$ cat config.mk
export PLATFORM = sky130hd
export DESIGN_NAME = eth_mac_tx_framer_flat
export DESIGN_NICKNAME = d
export VERILOG_FILES = /design/src/rtl/eth_mac_tx_framer_if.sv /design/src/rtl/eth_mac_tx_framer.sv /design/src/flat_wrapper.sv
export SDC_FILE = /design/constraint.sdc
export NUM_CORES = 1
export LEC_CHECK = 0
export CORE_UTILIZATION = 35
export DETAILED_ROUTE_END_ITERATION = 6
export PLACE_DENSITY_LB_ADDON = 0.1
export SLEW_MARGIN = 20
export SYNTH_ARGS = -nofsm -noshare
export SYNTH_HDL_FRONTEND = slang
export SYNTH_SLANG_ARGS = --single-unit
$ cat constraint.sdc
create_clock -name clk -period 2.9 [get_ports clk]
set_input_delay 0.87 -clock clk [delete_from_list [all_inputs] [get_ports clk]]
set_output_delay 0.87 -clock clk [all_outputs]
set_load 0.02 [all_outputs]
$ cat src/rtl/eth_mac_tx_framer_if.sv
// AXI-Stream bundle carrying serialised frame bytes into the MAC transmit framer.
interface AXIS_IF #(
    parameter int DATA_WIDTH = 8,
    parameter int USER_WIDTH = 1
);
    logic [DATA_WIDTH-1:0] tdata;
    logic                  tvalid;
    logic                  tready;
    logic                  tlast;
    logic [USER_WIDTH-1:0] tuser;

    modport Sender (output tdata, tvalid, tlast, tuser, input tready);
    modport Receiver (input tdata, tvalid, tlast, tuser, output tready);
endinterface

$ cat src/rtl/eth_mac_tx_framer.sv
// Byte-wide Ethernet MAC transmit framer: preamble/SFD, zero padding, CRC-32 FCS
// and inter-frame gap, driving a registered GMII-style byte interface.
module eth_mac_tx_framer #(
    parameter int MIN_FRAME_LENGTH = 64,
    parameter int IFG_BYTES        = 12,
    parameter bit ENABLE_PADDING   = 1'b1
) (
    input  logic       clk,
    input  logic       reset,
    AXIS_IF.Receiver   frame_in_if,
    output logic [7:0] gmii_txd,
    output logic       gmii_tx_en,
    output logic       gmii_tx_er,
    output logic       busy,
    output logic       frame_sent,
    output logic       frame_error
);

    // Data bytes required before the FCS; negative means never pad.
    localparam int          PAD_TARGET = MIN_FRAME_LENGTH - 4;
    localparam logic [31:0] CRC_POLY   = 32'hEDB8_8320;
    localparam logic [31:0] CRC_INIT   = 32'hFFFF_FFFF;
    // IDLE emits the first 0x55, so PREAMBLE covers six more plus the SFD.
    localparam logic [15:0] SFD_PHASE  = 16'd6;

    typedef enum logic [2:0] {
        IDLE,
        PREAMBLE,
        PAYLOAD,
        PAD,
        FCS,
        IFG,
        DRAIN
    } state_t;

    state_t      state, state_next;
    logic [31:0] crc, crc_next;
    logic [15:0] byte_count, byte_count_next, byte_count_inc;
    logic [15:0] phase_count, phase_count_next;
    logic        bad_frame, bad_frame_next;
    logic [31:0] fcs_word;
    logic        ready;
    logic [7:0]  txd_next;
    logic        tx_en_next, tx_er_next, sent_next, error_next;

    function automatic logic [31:0] crc32_next(input logic [31:0] crc_in, input logic [7:0] data);
        logic [31:0] c;
        c = crc_in ^ {24'h0, data};
        for (int i = 0; i < 8; i++) begin
            c = c[0] ? ((c >> 1) ^ CRC_POLY) : (c >> 1);
        end
        return c;
    endfunction

    assign byte_count_inc    = (byte_count == 16'hFFFF) ? byte_count : byte_count + 16'd1;
    assign fcs_word          = bad_frame ? crc : ~crc;
    assign busy              = (state != IDLE);
    assign frame_in_if.tready = ready;

    always_comb begin
        // NOTE: every signal gets a default before the case so no path infers a latch.
        state_next       = state;
        crc_next         = crc;
        byte_count_next  = byte_count;
        phase_count_next = phase_count;
        bad_frame_next   = bad_frame;
        ready            = 1'b0;
        txd_next         = 8'h00;
        tx_en_next       = 1'b0;
        tx_er_next       = 1'b0;
        sent_next        = 1'b0;
        error_next       = 1'b0;

        unique case (state)
            IDLE: begin
                crc_next         = CRC_INIT;
                byte_count_next  = 16'd0;
                phase_count_next = 16'd0;
                bad_frame_next   = 1'b0;
                if (frame_in_if.tvalid) begin
                    txd_next   = 8'h55;
                    tx_en_next = 1'b1;
                    state_next = PREAMBLE;
                end
            end

            PREAMBLE: begin
                tx_en_next = 1'b1;
                if (phase_count == SFD_PHASE) begin
                    txd_next         = 8'hD5;
                    phase_count_next = 16'd0;
                    state_next       = PAYLOAD;
                end else begin
                    txd_next         = 8'h55;
                    phase_count_next = phase_count + 16'd1;
                end
            end

            PAYLOAD: begin
                ready = 1'b1;
                if (frame_in_if.tvalid) begin
                    txd_next        = frame_in_if.tdata;
                    tx_en_next      = 1'b1;
                    crc_next        = crc32_next(crc, frame_in_if.tdata);
                    byte_count_next = byte_count_inc;
                    if (frame_in_if.tlast) begin
                        bad_frame_next = frame_in_if.tuser[0];
                        if (ENABLE_PADDING && (int'(byte_count_inc) < PAD_TARGET)) begin
                            state_next = PAD;
                        end else begin
                            state_next = FCS;
                        end
                    end
                end else begin
                    // Upstream starved mid-frame: poison the wire and abandon the frame.
                    tx_en_next = 1'b1;
                    tx_er_next = 1'b1;
                    error_next = 1'b1;
                    state_next = DRAIN;
                end
            end

            PAD: begin
                tx_en_next      = 1'b1;
                crc_next        = crc32_next(crc, 8'h00);
                byte_count_next = byte_count_inc;
                if (int'(byte_count_inc) >= PAD_TARGET) begin
                    state_next = FCS;
                end
            end

            FCS: begin
                tx_en_next = 1'b1;
                unique case (phase_count[1:0])
                    2'd0: txd_next = fcs_word[7:0];
                    2'd1: txd_next = fcs_word[15:8];
                    2'd2: txd_next = fcs_word[23:16];
                    2'd3: txd_next = fcs_word[31:24];
                endcase
                if (phase_count[1:0] == 2'd3) begin
                    sent_next        = ~bad_frame;
                    error_next       = bad_frame;
                    phase_count_next = 16'd0;
                    state_next       = IFG;
                end else begin
                    phase_count_next = phase_count + 16'd1;
                end
            end

            IFG: begin
                if (int'(phase_count) + 1 >= IFG_BYTES) begin
                    phase_count_next = 16'd0;
                    state_next       = IDLE;
                end else begin
                    phase_count_next = phase_count + 16'd1;
                end
            end

            DRAIN: begin
                ready = 1'b1;
                if (frame_in_if.tvalid && frame_in_if.tlast) begin
                    phase_count_next = 16'd0;
                    state_next       = IFG;
                end
            end

            default: state_next = IDLE;
        endcase
    end

    always_ff @(posedge clk) begin
        if (reset) begin
            state       <= IDLE;
            crc         <= CRC_INIT;
            byte_count  <= 16'd0;
            phase_count <= 16'd0;
            bad_frame   <= 1'b0;
            gmii_txd    <= 8'h00;
            gmii_tx_en  <= 1'b0;
            gmii_tx_er  <= 1'b0;
            frame_sent  <= 1'b0;
            frame_error <= 1'b0;
        end else begin
            state       <= state_next;
            crc         <= crc_next;
            byte_count  <= byte_count_next;
            phase_count <= phase_count_next;
            bad_frame   <= bad_frame_next;
            gmii_txd    <= txd_next;
            gmii_tx_en  <= tx_en_next;
            gmii_tx_er  <= tx_er_next;
            frame_sent  <= sent_next;
            frame_error <= error_next;
        end
    end

endmodule

$ cat src/flat_wrapper.sv
// flat-port wrapper written by rule: the top's interface ports become plain ports
module eth_mac_tx_framer_flat 
#(
    parameter int MIN_FRAME_LENGTH = 64,
    parameter int IFG_BYTES        = 12,
    parameter bit ENABLE_PADDING   = 1'b1
)
  (clk, reset, gmii_txd, gmii_tx_en, gmii_tx_er, busy, frame_sent, frame_error, frame_in_if_tdata, frame_in_if_tvalid, frame_in_if_tlast, frame_in_if_tuser, frame_in_if_tready);
  AXIS_IF frame_in_if_i ();
  input  logic clk;
  input  logic reset;
  output logic [7:0] gmii_txd;
  output logic gmii_tx_en;
  output logic gmii_tx_er;
  output logic busy;
  output logic frame_sent;
  output logic frame_error;
  input wire logic [$bits(frame_in_if_i.tdata)-1:0] frame_in_if_tdata;
  input wire logic [$bits(frame_in_if_i.tvalid)-1:0] frame_in_if_tvalid;
  input wire logic [$bits(frame_in_if_i.tlast)-1:0] frame_in_if_tlast;
  input wire logic [$bits(frame_in_if_i.tuser)-1:0] frame_in_if_tuser;
  output wire logic [$bits(frame_in_if_i.tready)-1:0] frame_in_if_tready;
  assign frame_in_if_i.tdata = frame_in_if_tdata;
  assign frame_in_if_i.tvalid = frame_in_if_tvalid;
  assign frame_in_if_i.tlast = frame_in_if_tlast;
  assign frame_in_if_i.tuser = frame_in_if_tuser;
  assign frame_in_if_tready = frame_in_if_i.tready;
  eth_mac_tx_framer #(.MIN_FRAME_LENGTH(MIN_FRAME_LENGTH), .IFG_BYTES(IFG_BYTES), .ENABLE_PADDING(ENABLE_PADDING)) u_core (.clk(clk), .reset(reset), .frame_in_if(frame_in_if_i), .gmii_txd(gmii_txd), .gmii_tx_en(gmii_tx_en), .gmii_tx_er(gmii_tx_er), .busy(busy), .frame_sent(frame_sent), .frame_error(frame_error));
endmodule
==> results.sh <==
export IMPL_remaining_drc_errors=0
export IMPL_grt_first_pass_wirelength_microns=31480
export IMPL_cts_tree="built"
export IMPL_dp_cells=1054
export IMPL_max_stage_delay_ns=0.64
export IMPL_ir_drop_mv=0.5204
export IMPL_worstMarginPinSlew_ns=0.7406
export IMPL_syn_inst=799
export IMPL_hold_path_class="flop to flop"
export IMPL_cp_data_required_time_ns=3.19
export IMPL_vias_per_cell=5.548
export IMPL_placed_cell_area_sq_mm=0.006925
export IMPL_place_gp_congestion=0.8540
export IMPL_synth_xor_area_share_pct=22.42
export IMPL_finClkSkew_ns=0.01120
export IMPL_synth_seq_area_share_pct=26.06
export IMPL_ios=27
export IMPL_outcome="finished clean"
export IMPL_p_comb_share_pct=62.8
export IMPL_fin_crit_ns=2.661
export IMPL_power_density_mw_per_mm2=1001
export IMPL_post_route_period_util_pct=91.77
export IMPL_die_x_microns=134.5
export IMPL_top_layer="met4"
export IMPL_wl_met3_microns=888
export IMPL_yosys_area_top_type="dfxtp_1"
export IMPL_fp_row_count=48
export IMPL_wl_per_cell_microns=18.37
export IMPL_cellLeakagePower_uw=0.002615
export IMPL_drt_iter0_drc=471
export IMPL_drv_slew=0
export IMPL_synth_top_area_share_pct=26.06
export IMPL_clock_latency_ns=0.35
export IMPL_ys_ff_latch=80
export IMPL_avgSynthCellArea_sq_um=7.690
export IMPL_synthTopCellsByArea="dfxtp_1 26%, xnor2_1 15%, nand2_1 5.4%"
export IMPL_clock_path_buffers=2
export IMPL_drtPass1Iterations=5
export IMPL_post_cts_buffers=0
export IMPL_setup_slack_ns=0.2386
export IMPL_synthToLayoutAreaGrowth_pct=17.02
export IMPL_clock_sinks=80
export IMPL_clockRootBuffer="clkbuf_16"
export IMPL_pre_cts_slack_ns=-0.04809
export IMPL_critPathLaunchType="flop"
export IMPL_io_buffer_count=26
export IMPL_core_sq_mm=0.01724
export IMPL_vias=5936
export IMPL_crit_arrival_ns=2.95
export IMPL_timing_rr_start="u_core.phase_count[2]$_SDFFE_PP0P_"
export IMPL_synthArstFlopShare_pct=0
export IMPL_final_hold_violation_count=0
export IMPL_wl_met2_microns=9132
export IMPL_path_common_cell="nand2_1"
export IMPL_end_kind="flop"
export IMPL_rrSetupSlack_ns=0.24
export IMPL_synth_edf_count=0
export IMPL_ys_warn_count=0
export IMPL_synth_top_family_by_area="XOR/XNOR gates"
export IMPL_cts_buffers=9
export IMPL_crit_type="flop to flop"
export IMPL_clkTransAtPathRegs_ns=0.06
export IMPL_reg2reg_to="u_core.phase_count[8]$_SDFFE_PP0P_"
export IMPL_hpwl_microns=14240
export IMPL_rsz0062_at_grt="no"
export IMPL_yosys_most_used_dff="dfxtp_1"
export IMPL_postCtsHoldBufs=0
export IMPL_routed_wl_microns=19660
export IMPL_cap_violations=0
export IMPL_antenna_found_initial=0
export IMPL_grt_use_total_pct=22.32
export IMPL_p_switching_uw=3213
export IMPL_final_core_util_pct=41.72
export IMPL_dieHeight_microns=134.5
export IMPL_cp_startpoint="u_core.phase_count[2]$_SDFFE_PP0P_"
export IMPL_htreeDepth=3
export IMPL_diodes=0
export IMPL_cp_max_fo=9
export IMPL_max_clock_freq_ghz=0.3757
export IMPL_finalInstanceArea_sq_mm=0.007191
export IMPL_synthSimpleGateAreaFrac_pct=22.34
export IMPL_grt_pass1_vias=5711
export IMPL_slowest_stage="nor4_1"
export IMPL_pwr_share_clk_pct=14.9
export IMPL_ctsResizeCount=0
export IMPL_start_util_pct=35.65
export IMPL_mostFrequentLayoutCells="106 x xnor2_1, 89 x nand2_1, 79 x dfxtp_1"
export IMPL_synthesis_area_sq_mm=0.006145
export IMPL_cp_cell_sequence="nand3_4 -> nor4_1 -> mux2i_1 -> nand2_1 -> nor3_4 -> buf_4 -> o221ai_1 -> nand2_1"
export IMPL_seqPwrFrac_pct=22.3
export IMPL_p_int_uw=3985
export IMPL_synth_mux_area_share_pct=2.443
export IMPL_reg2reg_depth=8
export IMPL_ant_nets=0
export IMPL_dieArea_sq_mm=0.01809
export IMPL_yosysUniqueCellTypes=72
export IMPL_synth_adder_area_share_pct=1.222
export IMPL_hold_slack_ns=0.4763
export IMPL_stdcell_count=1070
export IMPL_switching_share_pct=44.64
export IMPL_grt_max_degree=40
export IMPL_drive_gt1_share_pct=12.90
export IMPL_final_common_cell="xnor2_1"
export IMPL_crit_path_end="u_core.phase_count[8]$_SDFFE_PP0P_"
export IMPL_final_nets=859
export IMPL_relSlewSlack_pct=50.56
export IMPL_synthesis_nets=818
export IMPL_grt_overflow=0
export IMPL_met1Wirelength_microns=9302
export IMPL_setup_viol=0
export IMPL_hold_start="u_core.byte_count[11]$_SDFFE_PP0P_"
export IMPL_synth_compound_area_share_pct=19.39
## worst max-delay path, delay by kind of cell (launching register included)
family                 cells  cell delay (ns)
buffers and inverters      1             0.20
multiplexers               1             0.34
flip-flops                 1             0.54
AO/OA/AOI/OAI              1             0.10
AND/OR/NAND/NOR            5             1.41
## through the flow
stage	power (uW)	TNS (ns)
3_5_place_dp	6114	-0.1728
4_1_cts	7206	0
6_report	7197	0
5_1_grt	7728	0
2_1_floorplan	4890	0
3_3_place_gp	6087	-0.03854
## per-layer routing
| metal | vias to the layer above | GRT usage (%) |
|---|---|---|
| met5 | - | 0 |
| met4 | 0 | 7.241 |
| met3 | 23 | 2.440 |
| met2 | 183 | 36.87 |
| met1 | 2849 | 30.33 |
| li1 | 2881 | - |
## flip-flops by register name (all words and copies together), names as in the netlist
name	flops
u_core.byte_count	16
u_core.frame_error	1
u_core.gmii_txd	8
u_core.gmii_tx_en	1
u_core.gmii_tx_er	1
u_core.crc	32
u_core.phase_count	16
u_core.bad_frame	1
u_core.frame_sent	1
u_core.state	3
## cell usage after synthesis, types with 9 or more instances
cell and count:
a21oi_1 38, a221oi_1 11, a31oi_1 13, buf_2 10, clkbuf_1 42, dfxtp_1 80
inv_1 21, mux2i_1 15, nand2_1 89, nand2b_1 9, nand3_1 19, nand4_1 11
nor2_1 77, nor2b_1 9, nor3_1 21, o21ai_0 39, o22ai_1 38, xnor2_1 106
xor2_1 33
## power groups by stage
stage / combinational (uW) / clock (uW) / sequential, uW
final: 4520 / 1070 / 1600
after CTS: 4510 / 1100 / 1600
after floorplan: 3370 / 0 / 1520
after global placement: 4470 / 0 / 1610
after global routing: 4950 / 1150 / 1630
after detailed placement: 4490 / 0 / 1620
## worst min-delay path by stage
stage,endpoint,depth (start not counted)
after floorplan,u_core.byte_count[11]$_SDFFE_PP0P_,2
after global placement,u_core.byte_count[11]$_SDFFE_PP0P_,2
after detailed placement,u_core.byte_count[11]$_SDFFE_PP0P_,2
after CTS,u_core.byte_count[11]$_SDFFE_PP0P_,2
after global routing,u_core.byte_count[11]$_SDFFE_PP0P_,2
final,u_core.byte_count[11]$_SDFFE_PP0P_,2
## cell type report
type	count	area, sq um
Fill cell	1760	10050
Multi-Input combinational cell	631	4173
Sequential cell	80	1603
Timing Repair Buffer	96	785.8
Tap cell	225	281.5
Clock buffer	10	229.0
Inverter	22	82.58
Clock inverter	6	36.28
## cell families after synthesis
logic type | count (synthesis)
and+or+nand+nor | 280
xor gates and xnor gates | 147
muxes | 15
buffers and inverters | 88
adders and majority gates | 6
AOI/OAI and AO/OA | 183
DFF | 80
Power figures use the tool's default switching activity.
